`config.mk`:
```
export PLATFORM = sky130hd
export DESIGN_NAME = mc_controller
export DESIGN_NICKNAME = d
export VERILOG_FILES = /design/src/rtl/mc_controller.sv
export SDC_FILE = /design/constraint.sdc
export NUM_CORES = 1
export LEC_CHECK = 0
export ABC_AREA = 0
export CAP_MARGIN = 15
export CORE_MARGIN = 1
export CORE_UTILIZATION = 35
export DETAILED_ROUTE_END_ITERATION = 12
export PLACE_DENSITY = 0.76
export SYNTH_ARGS = -nofsm -noshare
export SYNTH_HDL_FRONTEND = slang
export SYNTH_SLANG_ARGS = --single-unit
```
`constraint.sdc`:
```
create_clock -name clk -period 1.9 [get_ports clk]
set_input_delay 0.475 -clock clk [delete_from_list [all_inputs] [get_ports clk]]
set_output_delay 0.475 -clock clk [all_outputs]
set_load 0.1 [all_outputs]
```
`src/rtl/mc_controller.sv`:
```
// Multicycle sequencing controller for the RV32I-subset core: a Moore FSM with a
// memory-ready handshake so that fetch, load and store accesses can stall.
//
// state    | meaning
// FETCH    | read instruction at PC, PC <= PC+4 when memory is ready
// DECODE   | ALUOut <= OldPC + imm (branch target), dispatch on op
// MEMADR   | ALUOut <= A + imm (load/store address)
// MEMREAD  | read data at ALUOut, wait for memory
// MEMWB    | rd <= Data
// MEMWRITE | write B to ALUOut, hold strobe until memory is ready
// EXECR    | ALUOut <= A op B
// EXECI    | ALUOut <= A op imm
// ALUWB    | rd <= ALUOut
// BEQ      | compare A and B, PC <= ALUOut when equal
// JAL      | PC <= ALUOut (target), ALUOut <= OldPC + 4
// TRAP     | unsupported opcode, sticky until reset
module mc_controller #(
    parameter bit TRAP_ON_ILLEGAL = 1'b1
) (
    input  logic       clk,
    input  logic       reset,
    input  logic [6:0] op,
    input  logic [2:0] funct3,
    input  logic       funct7b5,
    input  logic       Zero,
    input  logic       MemReady,
    output logic       PCWrite,
    output logic       AdrSrc,
    output logic       MemWrite,
    output logic       IRWrite,
    output logic [1:0] ResultSrc,
    output logic [1:0] ALUSrcA,
    output logic [1:0] ALUSrcB,
    output logic [1:0] ImmSrc,
    output logic [2:0] ALUControl,
    output logic       RegWrite,
    output logic       Retire,
    output logic       Illegal,
    output logic [3:0] State
);

    typedef enum logic [3:0] {
        S_FETCH    = 4'd0,
        S_DECODE   = 4'd1,
        S_MEMADR   = 4'd2,
        S_MEMREAD  = 4'd3,
        S_MEMWB    = 4'd4,
        S_MEMWRITE = 4'd5,
        S_EXECR    = 4'd6,
        S_EXECI    = 4'd7,
        S_ALUWB    = 4'd8,
        S_BEQ      = 4'd9,
        S_JAL      = 4'd10,
        S_TRAP     = 4'd11
    } state_t;

    state_t     r_state;
    logic       w_op_legal;
    logic [1:0] w_alu_op;
    logic       w_pc_write;
    logic       w_mem_write;
    logic       w_ir_write;
    logic       w_reg_write;
    logic       w_retire;
    logic       w_illegal;

    always_comb begin
        case (op)
            7'b0000011, 7'b0100011, 7'b0110011,
            7'b0010011, 7'b1100011, 7'b1101111: w_op_legal = 1'b1;
            default:                             w_op_legal = 1'b0;
        endcase
    end

    always_ff @(posedge clk) begin
        if (reset) begin
            r_state <= S_FETCH;
        end else begin
            case (r_state)
                S_FETCH:    if (MemReady) r_state <= S_DECODE;
                S_DECODE: begin
                    case (op)
                        7'b0000011, 7'b0100011: r_state <= S_MEMADR;
                        7'b0110011:             r_state <= S_EXECR;
                        7'b0010011:             r_state <= S_EXECI;
                        7'b1100011:             r_state <= S_BEQ;
                        7'b1101111:             r_state <= S_JAL;
                        default:                r_state <= TRAP_ON_ILLEGAL ? S_TRAP : S_FETCH;
                    endcase
                end
                S_MEMADR:   r_state <= op[5] ? S_MEMWRITE : S_MEMREAD;
                S_MEMREAD:  if (MemReady) r_state <= S_MEMWB;
                S_MEMWB:    r_state <= S_FETCH;
                S_MEMWRITE: if (MemReady) r_state <= S_FETCH;
                S_EXECR:    r_state <= S_ALUWB;
                S_EXECI:    r_state <= S_ALUWB;
                S_ALUWB:    r_state <= S_FETCH;
                S_BEQ:      r_state <= S_FETCH;
                S_JAL:      r_state <= S_ALUWB;
                S_TRAP:     r_state <= S_TRAP;
                default:    r_state <= S_FETCH;
            endcase
        end
    end

    always_comb begin
        w_pc_write  = 1'b0;
        w_mem_write = 1'b0;
        w_ir_write  = 1'b0;
        w_reg_write = 1'b0;
        w_retire    = 1'b0;
        w_illegal   = 1'b0;
        AdrSrc      = 1'b0;
        ResultSrc   = 2'b00;
        ALUSrcA     = 2'b00;
        ALUSrcB     = 2'b00;
        w_alu_op    = 2'b00;
        case (r_state)
            S_FETCH: begin
                ALUSrcB    = 2'b10;
                ResultSrc  = 2'b10;
                w_ir_write = MemReady;
                w_pc_write = MemReady;
            end
            S_DECODE: begin
                ALUSrcA  = 2'b01;
                ALUSrcB  = 2'b01;
                w_retire = !w_op_legal && !TRAP_ON_ILLEGAL;
            end
            S_MEMADR: begin
                ALUSrcA = 2'b10;
                ALUSrcB = 2'b01;
            end
            S_MEMREAD: AdrSrc = 1'b1;
            S_MEMWB: begin
                ResultSrc   = 2'b01;
                w_reg_write = 1'b1;
                w_retire    = 1'b1;
            end
            S_MEMWRITE: begin
                AdrSrc      = 1'b1;
                w_mem_write = 1'b1;
                w_retire    = MemReady;
            end
            S_EXECR: begin
                ALUSrcA  = 2'b10;
                w_alu_op = 2'b10;
            end
            S_EXECI: begin
                ALUSrcA  = 2'b10;
                ALUSrcB  = 2'b01;
                w_alu_op = 2'b10;
            end
            S_ALUWB: begin
                w_reg_write = 1'b1;
                w_retire    = 1'b1;
            end
            S_BEQ: begin
                ALUSrcA    = 2'b10;
                w_alu_op   = 2'b01;
                w_pc_write = Zero;
                w_retire   = 1'b1;
            end
            S_JAL: begin
                ALUSrcA    = 2'b01;
                ALUSrcB    = 2'b10;
                w_pc_write = 1'b1;
            end
            S_TRAP:  w_illegal = 1'b1;
            default: ;
        endcase
    end

    always_comb begin
        case (op)
            7'b0100011: ImmSrc = 2'b01;
            7'b1100011: ImmSrc = 2'b10;
            7'b1101111: ImmSrc = 2'b11;
            default:    ImmSrc = 2'b00;
        endcase
    end

    always_comb begin
        ALUControl = 3'b000;
        case (w_alu_op)
            2'b01: ALUControl = 3'b001;
            2'b10: begin
                case (funct3)
                    3'b000:  ALUControl = (funct7b5 & op[5]) ? 3'b001 : 3'b000;
                    3'b001:  ALUControl = 3'b110;
                    3'b010:  ALUControl = 3'b101;
                    3'b100:  ALUControl = 3'b000;
                    3'b110:  ALUControl = 3'b011;
                    3'b111:  ALUControl = 3'b010;
                    default: ALUControl = 3'b000;
                endcase
            end
            default: ALUControl = 3'b000;
        endcase
    end

    // Reset masks every write enable immediately so an aborted access cannot land.
    assign PCWrite  = w_pc_write  & ~reset;
    assign MemWrite = w_mem_write & ~reset;
    assign IRWrite  = w_ir_write  & ~reset;
    assign RegWrite = w_reg_write & ~reset;
    assign Retire   = w_retire    & ~reset;
    assign Illegal  = w_illegal   & ~reset;
    assign State    = r_state;

endmodule

```
==> impl_metrics.csv, run 1 <==
group,metric,value,unit
run_status,error_line,"[ERROR DPL-0038] Utilization greater than 100%, impossible to legalize",
place,port_buffers,36,
floorplanning,ios,37,
synth,ys_ff_latch,4,
synth,syn_area,688.2,um^2
synth,yosysTopAreaCell,"dfxtp_1",
place,dpl.hpwl,3.257,mm
clock_network,root_buffer,"clkbuf_4",
synth,synth_seq_area_share,11.64,%
clock_network,cts_buffers,3,
synth,synth_flop_cell,"dfxtp_1",
place,place.gp.congestion,0.8216,
synth,yosys.area.top_type_share,11.64,%
floorplanning,core.rowCount,15,
floorplanning,initial_core_util,38.60,%
clock_network,clock_path_buffers,2,
run_status,flow.stopped_at,"clock tree synthesis",
clock_network,cts_resized,74,
synth,synth_edf_count,0,
clock_network,cts_sinks,4,
clock_network,htreeDepth,1,
synth,yosysWarnings,0,
synth,postSynthCellCount,98,
synth,async_flop_share,0,%
run_status,status,"stopped before the end",
synth,yosys-top-cells-area,"dfxtp_1 (12%), a21oi_1 (5.1%), nor3_1 (5.1%)",
synth,yosysUniqueCellTypes,41,
clock_network,ctsHoldBuffers,0,
synth,synth.avg_cell_area,7.022,um^2
clock_network,cts_setup_buffers,16,
floorplanning,die_height,46.34,um
floorplanning,fp.dieW,46.34,um
synth,synth_fp_nets,115,
-- synthesized netlist by cell type, drive strengths merged, types with 3 or more instances --
cell type,n
nand3,4
a31oi,3
nor3,8
dfxtp,4
nand2,5
buf,7
nor4b,3
nand2b,5
nor2,7
inv,6
a21oi,7
xnor2,4
nor2b,3
or3,4
o21ai,3
-- stage by stage --
| stage | util [%] | worst slack [ps] | std cells | hold slack [ps] | area (um^2) |
|---|---|---|---|---|---|
| after global placement | 96.35 | -418.5 | 183 | 671.1 | 1718 |
| after detailed placement | 96.35 | -537.5 | 183 | 763.2 | 1718 |
| after floorplan | - | -1434 | 98 | 661.5 | 934.6 |
-- cells by family after synthesis --
family                     count (synthesis)  share of synthesized area, %
AOI/OAI and AO/OA                         21                         19.45
xor gates and xnor gates                   6                         7.636
adders and majority gates                  2                         3.636
buffers and inverters                     14                         11.09
DFF                                        4                         11.64
muxes                                      1                         1.455
and+or+nand+nor                           50                         45.09
==> run 2, diff against run 1 <==
CORE_AREA = 2 2 63 65   (was default)
CORE_MARGIN = default   (was 1)
CORE_UTILIZATION = default   (was 35)
DIE_AREA = 0 0 65 67   (was default)
PLACE_DENSITY = default   (was 0.76)
PLACE_DENSITY_LB_ADDON = 0.15   (was default)
clock period = 2.5 ns   (was 1.9 ns; I/O delays follow)
==> run 2 against run 1 <==
  * The run now ends clean
  * Area after synthesis unchanged
  * Synthesized cell count unchanged
==> impl_metrics.csv, run 2 <==
group,metric,value,unit
synth,yosys-top-cells-area,"dfxtp_1 (12%), a21oi_1 (5.1%), nor3_1 (5.1%)",
sta,period_minus_slack,2454,ps
place,place_area,1545,um^2
synth,ys_ff_latch,4,
global_route,antenna_found_initial,0,
clock_network,root_buffer,"clkbuf_8",
layout,syn2layout_area_growth,139.6,%
global_route,grt_pass1_wl,4.002,mm
detailed_routing,drc,0,
synth,yosys-mux-area-fraction,1.455,%
synth,yosysTopAreaCell,"dfxtp_1",
global_route,gr-total-overflow,0,
synth,yosys.area.top_type_share,11.64,%
place,dp_slack,-161.5,ps
sta,skew,6.122,ps
clock_network,clk_pin_slew_worst_paths,30,ps
layout,fill_cells,353,
setup_path,cp_cell_sequence,"or3_4 > ha_4 > nor4b_4 > buf_12",
synth,synth.avg_cell_area,7.022,um^2
sta,slew_headroom,77.61,%
detailed_routing,drtPass1Iterations,4,
synth,synth_edf_count,0,
layout,final_layout_size_suffix_gt1_share,54.11,%
clock_network,ctsHoldBuffers,0,
setup_path,cp-end-kind,"output port",
sta,hold_violations,0,
synth,synth-simple-area-share,45.09,%
detailed_routing,drtAntennaViolNets,0,
clock_network,htreeDepth,1,
global_route,grt_pass1_vias,891,
detailed_routing,viasPerCell,4.722,
run_status,status,"finished, final reports clean",
sta,fin_tns_setup,0,ps
global_route,grt_usage,11.89,%
synth,syn_area,688.2,um^2
place,dp_cells,190,
setup_path,cpMaxStageDelayCell,"or3_4",
setup_path,start_kind,"register",
hold_path,hold_class,"register to register",
sta,hold-worst-slack,661.8,ps
floorplanning,core_region_area,3606,um^2
job,cap_violations,0,
synth,synth_top_family_by_area,"simple AND/OR/NAND/NOR gates",
clock_network,clock_path_buffers,2,
floorplanning,ios,37,
layout,final_util,45.73,%
synth,synth_fp_nets,115,
sta,setup_viol,0,
power,power.density,581.7,nW/um^2
detailed_routing,drt_iter0_markers,40,
setup_path,cp_max_fo,9,
clock_network,tritoncts,"built",
synth,synthAdderAreaFrac,3.636,%
power,total_power,959.3,uW
synth,yosysWarnings,0,
synth,synth.top_cells.by_count,"a21oi_1 (7), nor2_1 (7), nor3_1 (7)",
sta,setup_ws,45.77,ps
place,port_buffers,36,
synth,synth_flop_cell,"dfxtp_1",
synth,async_flop_share,0,%
floorplanning,fp.dieW,65,um
floorplanning,die_height,67,um
floorplanning,core.rowCount,22,
setup_path,cp.arrival,1830,ps
detailed_routing,num_vias,916,
synth,synth-compound-area-share,19.45,%
layout,largest_reg_flops,4,
layout,antenna_cells,0,
sta,min_period_over_period,98.17,%
sta,fmax,407.5,MHz
floorplanning,die_area,4355,um^2
setup_path,cp.required,1880,ps
layout,layout.nets,165,
synth,yosysUniqueCellTypes,41,
sta,worst_pin_slew,333.4,ps
global_route,grt_max_degree,19,
detailed_routing,wire_per_inst,12.75,um
layout,fin_area,1649,um^2
sta,slew_violations,0,
synth,synthXorXnorAreaFrac,7.636,%
layout,stdcell_count,194,
clock_network,clk_latency,220,ps
setup_path,cpPeakStageDelay,410,ps
sta,rsz0062_at_grt,"yes",
place,dpl.hpwl,1.939,mm
power,peakVddDrop,0.4036,mV
power,p_leak,0.6576,nW
place,place.gp.congestion,0.7535,
synth,postSynthCellCount,98,
layout,layout_common_cells,"buf_4 (20), buf_12 (19), clkdlybuf4s50_1 (10)",
synth,synth_seq_area_share,11.64,%
clock_network,cts_sinks,4,
layout,layout_commonest_cell,"buf_4",
detailed_routing,drt-total-wl,2.474,mm
clock_network,cts_buffers,3,
setup_path,crit_type,"register to output port",
floorplanning,initial_core_util,19.08,%
==> run 2: cell counts after synthesis <==
No cell type changed its count.
==> run 2: kinds of logic after synthesis <==
family / count (synthesis)
adder cells (fa/ha/maj): 2
AND/OR/NAND/NOR: 50
buffers and inverters: 14
AO/OA/AOI/OAI: 21
XOR/XNOR: 6
multiplexers: 1
flip-flops: 4
==> run 2: routing by layer <==
metal  up-vias  share of wire [%]  global-route usage (%)
met3         2                7.6                   3.378
met4         0               0.77                   3.989
met1       430                 43                   13.80
met5         -                  0                       0
met2        35                 49                   20.88
li1        449                  -                       -
==> run 2: cell type report <==
type	instances	area [um^2]	share of cell area, %
multi-input combinational	80	753.2	45.68
timing repair buffer	53	676.9	41.05
sequential	4	95.09	5.766
tap	48	60.06	3.642
clock buffer	3	41.29	2.504
inverter	6	22.52	1.366
==> run 2: what timing repair did <==
item | CTS | global route
buffers inserted | 1 | 0
setup endpoints to repair | 3 | 4
gates resized for setup | 6 | 9
pin swaps | 3 | 2
==> run 2: power by group <==
group          leakage [nW]  switching, mW  total [mW]  internal [mW]
Clock                0.0216         0.0348       0.138          0.103
Combinational         0.600          0.469       0.735          0.265
Sequential           0.0356         0.0123      0.0869         0.0746
==> run 2: worst paths after layout <==
check	start	endpoint	slack [ps]	cells after the start
min	State[2]	State[0]	660	3
min reg2reg	State[2]	State[0]	660	3
max reg2reg	State[0]	State[0]	1050	5
max	State[2]	ALUControl[2]	50	4
==> run 2: critical path, delay by kind of cell (launching register included) <==
family | cells | cell delay, ps
and+or+nand+nor | 2 | 730
DFF | 1 | 380
adders and majority gates | 1 | 270
buffers and inverters | 1 | 210
(Power assumes the default switching activity.)
==> run 3, diff against run 2 <==
clock period = 2.7 ns   (was 2.5 ns; I/O delays follow)
==> run 3 against run 2 <==
  * Die area unchanged
  * Global-route usage is 0.68 points lower
  * Setup slack improved by 26 ps
  * Via count decreased by 5.0%
  * Clock-buffer cell count did not move
  * Sequential power is 14% lower
  * Largest cell class unchanged
  * Highest routed layer unchanged
==> impl_metrics.csv, run 3 (synthesis results as in run 2) <==
group,metric,value,unit
run_status,status,"finished, final reports clean",
detailed_routing,num_vias,870,
sta,min_period_over_period,97.36,%
global_route,antenna_found_initial,0,
detailed_routing,drtAntennaViolNets,0,
power,peakVddDrop,0.4236,mV
floorplanning,ios,37,
clock_network,root_buffer,"clkbuf_8",
setup_path,cp.required,2030,ps
layout,layout_commonest_cell,"buf_4",
setup_path,cp-end-kind,"output port",
power,power.density,550.6,nW/um^2
global_route,grt_usage,11.21,%
sta,setup_viol,0,
place,dp_cells,187,
global_route,use_met2,18.43,%
setup_path,start_kind,"input pin",
clock_network,clock_path_buffers,2,
hold_path,hold_class,"register to register",
global_route,grt_max_degree,19,
layout,largest_reg_flops,4,
floorplanning,core_region_area,3606,um^2
clock_network,cts_sinks,4,
place,port_buffers,36,
layout,antenna_cells,0,
layout,final_util,42.19,%
global_route,busiest_layer,"met2",
sta,hold_violations,0,
layout,seq_area,95.09,um^2
setup_path,cp.arrival,1950,ps
power,p_leak,0.5830,nW
detailed_routing,drt_iter0_markers,15,
layout,fin_area,1521,um^2
layout,multi_input_area,709.4,um^2
detailed_routing,drc,0,
detailed_routing,wire_per_inst,12.41,um
detailed_routing,viasPerCell,4.579,
detailed_routing,drt-total-wl,2.358,mm
sta,skew,2.511,ps
global_route,use_met3,2.027,%
floorplanning,fp.dieW,65,um
sta,period_minus_slack,2629,ps
place,place.gp.congestion,0.8071,
floorplanning,core.rowCount,22,
power,total_power,837.7,uW
clock_network,tritoncts,"built",
floorplanning,die_area,4355,um^2
place,dpl.hpwl,1.766,mm
sta,slew_headroom,78.25,%
setup_path,crit_type,"input pin to output port",
global_route,grt_use_met1,14.00,%
layout,layout.nets,161,
place,place_area,1448,um^2
sta,fmax,380.4,MHz
setup_path,cp_max_fo,2,
sta,fin_tns_setup,0,ps
sta,slew_violations,0,
global_route,grt_pass1_wl,3.760,mm
clock_network,clk_pin_slew_worst_paths,30,ps
detailed_routing,drtPass1Iterations,4,
clock_network,clk_latency,220,ps
layout,stdcell_count,190,
job,cap_violations,0,
layout,syn2layout_area_growth,121.1,%
layout,fill_cells,367,
place,dp_slack,-90.51,ps
floorplanning,initial_core_util,19.08,%
layout,final_layout_size_suffix_gt1_share,47.89,%
sta,hold-worst-slack,669.3,ps
layout,layout_common_cells,"buf_4 (20), buf_12 (15), clkdlybuf4s50_1 (13)",
global_route,gr-total-overflow,0,
sta,worst_pin_slew,325.4,ps
floorplanning,die_height,67,um
clock_network,htreeDepth,1,
clock_network,cts_buffers,3,
global_route,grt_pass1_vias,836,
sta,setup_ws,71.34,ps
-- run 3: repair_timing --
| action | in CTS | in global routing |
|---|---|---|
| hold buffers | 0 | 0 |
| setup endpoints to repair | 2 | 2 |
| setup buffers | 0 | 0 |
| cloned | 0 | 0 |
| gates resized for setup | 2 | 3 |
| endpoints found under the hold margin | 0 | 0 |
| pin swaps | 0 | 2 |
-- run 3: final timing paths --
| path | startpoint | end | slack, ps | cells after the start |
|---|---|---|---|---|
| setup / recovery | funct3[0] | ALUControl[1] | 70 | 5 |
| hold / removal | State[2] | State[0] | 670 | 3 |
| setup reg to reg | State[0] | State[0] | 1280 | 5 |
| hold reg to reg | State[2] | State[0] | 670 | 3 |
-- run 3: area by class of cell --
cell class              count  share of cell area, %
well taps                  48                  3.947
multi-input cells          80                  46.63
inverters                   6                  1.480
flip-flops and latches      4                  6.250
repair buffers             49                  38.98
clock buffers               3                  2.714
-- run 3: routing by layer --
layer  wire length [um]  up-vias
li1                   -      439
met1               1134      399
met2               1059       30
met3                136        2
met4                 27        0
met5                  0        -
-- run 3: report_power, final --
part / internal, mW / switching (mW)
registers: 0.0687 / 0.00621
clock network: 0.0954 / 0.0353
logic: 0.206 / 0.426
-- run 3: critical path: stages --
cell             delay [ps]
clkdlybuf4s50_1         500
inv_1                    70
or3_1                   350
a21boi_4                160
buf_12                  190
==> run 4, diff against run 3 <==
REMOVE_ABC_BUFFERS = 1   (was default)
==> run 4 against run 3 <==
  * Register-to-register slack improved by 30 ps
  * Largest power group unchanged
  * Non-clock buffer count increased by 10
  * Critical path type unchanged
  * Clock skew decreased by 1.6 ps
  * Clock-buffer cell count unchanged
  * Flip-flop and latch count unchanged
  * Largest cell class is now non-clock buffers
  * Via count increased by 3.2%
  * Maximum frequency increased by 0.33%
  * Critical endpoint is now ImmSrc[0]
  * First-iteration DRC count increased by 6.7%
  * Utilization decreased by 1.4 points
==> impl_metrics.csv, run 4 (synthesis results as in run 2) <==
group,metric,value,unit
global_route,grt_max_degree,19,
layout,layout.nets,171,
layout,fin_area,1471,um^2
sta,fmax,381.7,MHz
clock_network,clk_pin_slew_worst_paths,30,ps
sta,period_minus_slack,2620,ps
sta,hold_violations,0,
clock_network,ctsHoldBuffers,0,
layout,antenna_cells,0,
global_route,gr-total-overflow,0,
detailed_routing,drt-total-wl,2.314,mm
layout,layout_commonest_cell,"buf_4",
setup_path,cp.arrival,1950,ps
setup_path,r2r_slack,1310,ps
layout,final_layout_size_suffix_gt1_share,39.47,%
layout,final_util,40.81,%
place,port_buffers,36,
place,dpl.hpwl,1.788,mm
clock_network,cts_setup_buffers,0,
job,cap_violations,0,
clock_network,cts_sinks,4,
floorplanning,core.rowCount,22,
layout,layout_common_cells,"buf_4 (26), buf_12 (18), clkdlybuf4s50_1 (10)",
clock_network,clk_latency,220,ps
clock_network,root_buffer,"clkbuf_8",
global_route,antenna_found_initial,0,
floorplanning,core_region_area,3606,um^2
clock_network,clock_path_buffers,2,
clock_network,cts_buffers,3,
sta,setup_viol,0,
global_route,grt_pass1_wl,4.071,mm
layout,syn2layout_area_growth,113.8,%
power,power.density,562.0,nW/um^2
sta,skew,0.9162,ps
global_route,grt_usage,11.98,%
floorplanning,fp.dieW,65,um
setup_path,start_kind,"input pin",
hold_path,hold_class,"register to register",
sta,worst_pin_slew,377.8,ps
detailed_routing,viasPerCell,4.490,
detailed_routing,wire_per_inst,11.57,um
floorplanning,die_height,67,um
global_route,grt_pass1_vias,885,
sta,slew_headroom,74.61,%
setup_path,crit_type,"input pin to output port",
detailed_routing,drt_iter0_markers,16,
run_status,status,"finished, final reports clean",
sta,slew_violations,0,
power,total_power,827.0,uW
clock_network,tritoncts,"built",
power,peakVddDrop,0.3810,mV
floorplanning,initial_core_util,19.08,%
place,place.gp.congestion,0.7692,
detailed_routing,drtPass1Iterations,4,
floorplanning,die_area,4355,um^2
setup_path,cp.required,2030,ps
place,place_area,1398,um^2
setup_path,cp-end-kind,"output port",
sta,min_period_over_period,97.04,%
detailed_routing,drc,0,
power,p_leak,0.6288,nW
clock_network,htreeDepth,1,
detailed_routing,drtAntennaViolNets,0,
floorplanning,ios,37,
detailed_routing,num_vias,898,
setup_path,cp_max_fo,2,
layout,largest_reg_flops,4,
## run 4: cell count changes in the layout (fill, tap and decap cells not counted), sizes merged
cell	previous run	this run
buf	35	45
clkdlybuf4s50	13	10
dlymetal6s2s	1	3
dlygate4sd2	0	1
## run 4: power by group
group	internal [mW]	switching (mW)	total, mW	leakage [nW]
registers	0.0673	0.00505	0.0723	0.0328
clock network	0.0949	0.0299	0.125	0.0216
logic	0.223	0.407	0.630	0.574
## run 4: final timing paths
path	from	endpoint	cells past startpoint
max	op[2]	ImmSrc[0]	5
min	State[2]	State[0]	3
max reg2reg	State[2]	State[0]	4
min reg2reg	State[2]	State[0]	3
## run 4: worst max-delay path, cell delays in order
cell and delay [ps]:
clkdlybuf4s50_1 410, or3_1 400, a21boi_1 150, buf_4 140, buf_12 160
## run 4: what timing repair did
item / 4_1_cts / 5_1_grt
hold endpoints to repair: 0 / 0
endpoints found under the setup margin: 1 / 6
gates cloned: 0 / 0
gates resized for setup: 3 / 7
pin swaps: 2 / 0
## run 4: area by class of cell
class	instances	area, um^2
clock buffers	3	41.29
inverters	6	22.52
fillers	368	2135
flip-flops and latches	4	80.08
multi-input cells	80	554.3
well taps	48	60.06
repair buffers	59	713.2
## run 4: per-layer routing
layer	share of wire (%)	vias to the layer above	GRT usage [%]
met1	44	410	15.35
met2	48	29	18.81
li1	-	459	-
met4	0	0	3.191
met3	8.3	0	4.392
met5	0	-	0
## run 4: metrics by stage
stage	hold slack, ps	setup TNS [ps]	instances	setup slack (ps)
finish	675.2	0	200	79.99
global route	737.2	-13.75	200	-13.75
CTS	667.3	0	200	23.85
detailed placement	660.9	-78.85	197	-78.85
global placement	656.4	-82.89	197	-82.89
floorplan	744.4	-29010	90	-3250
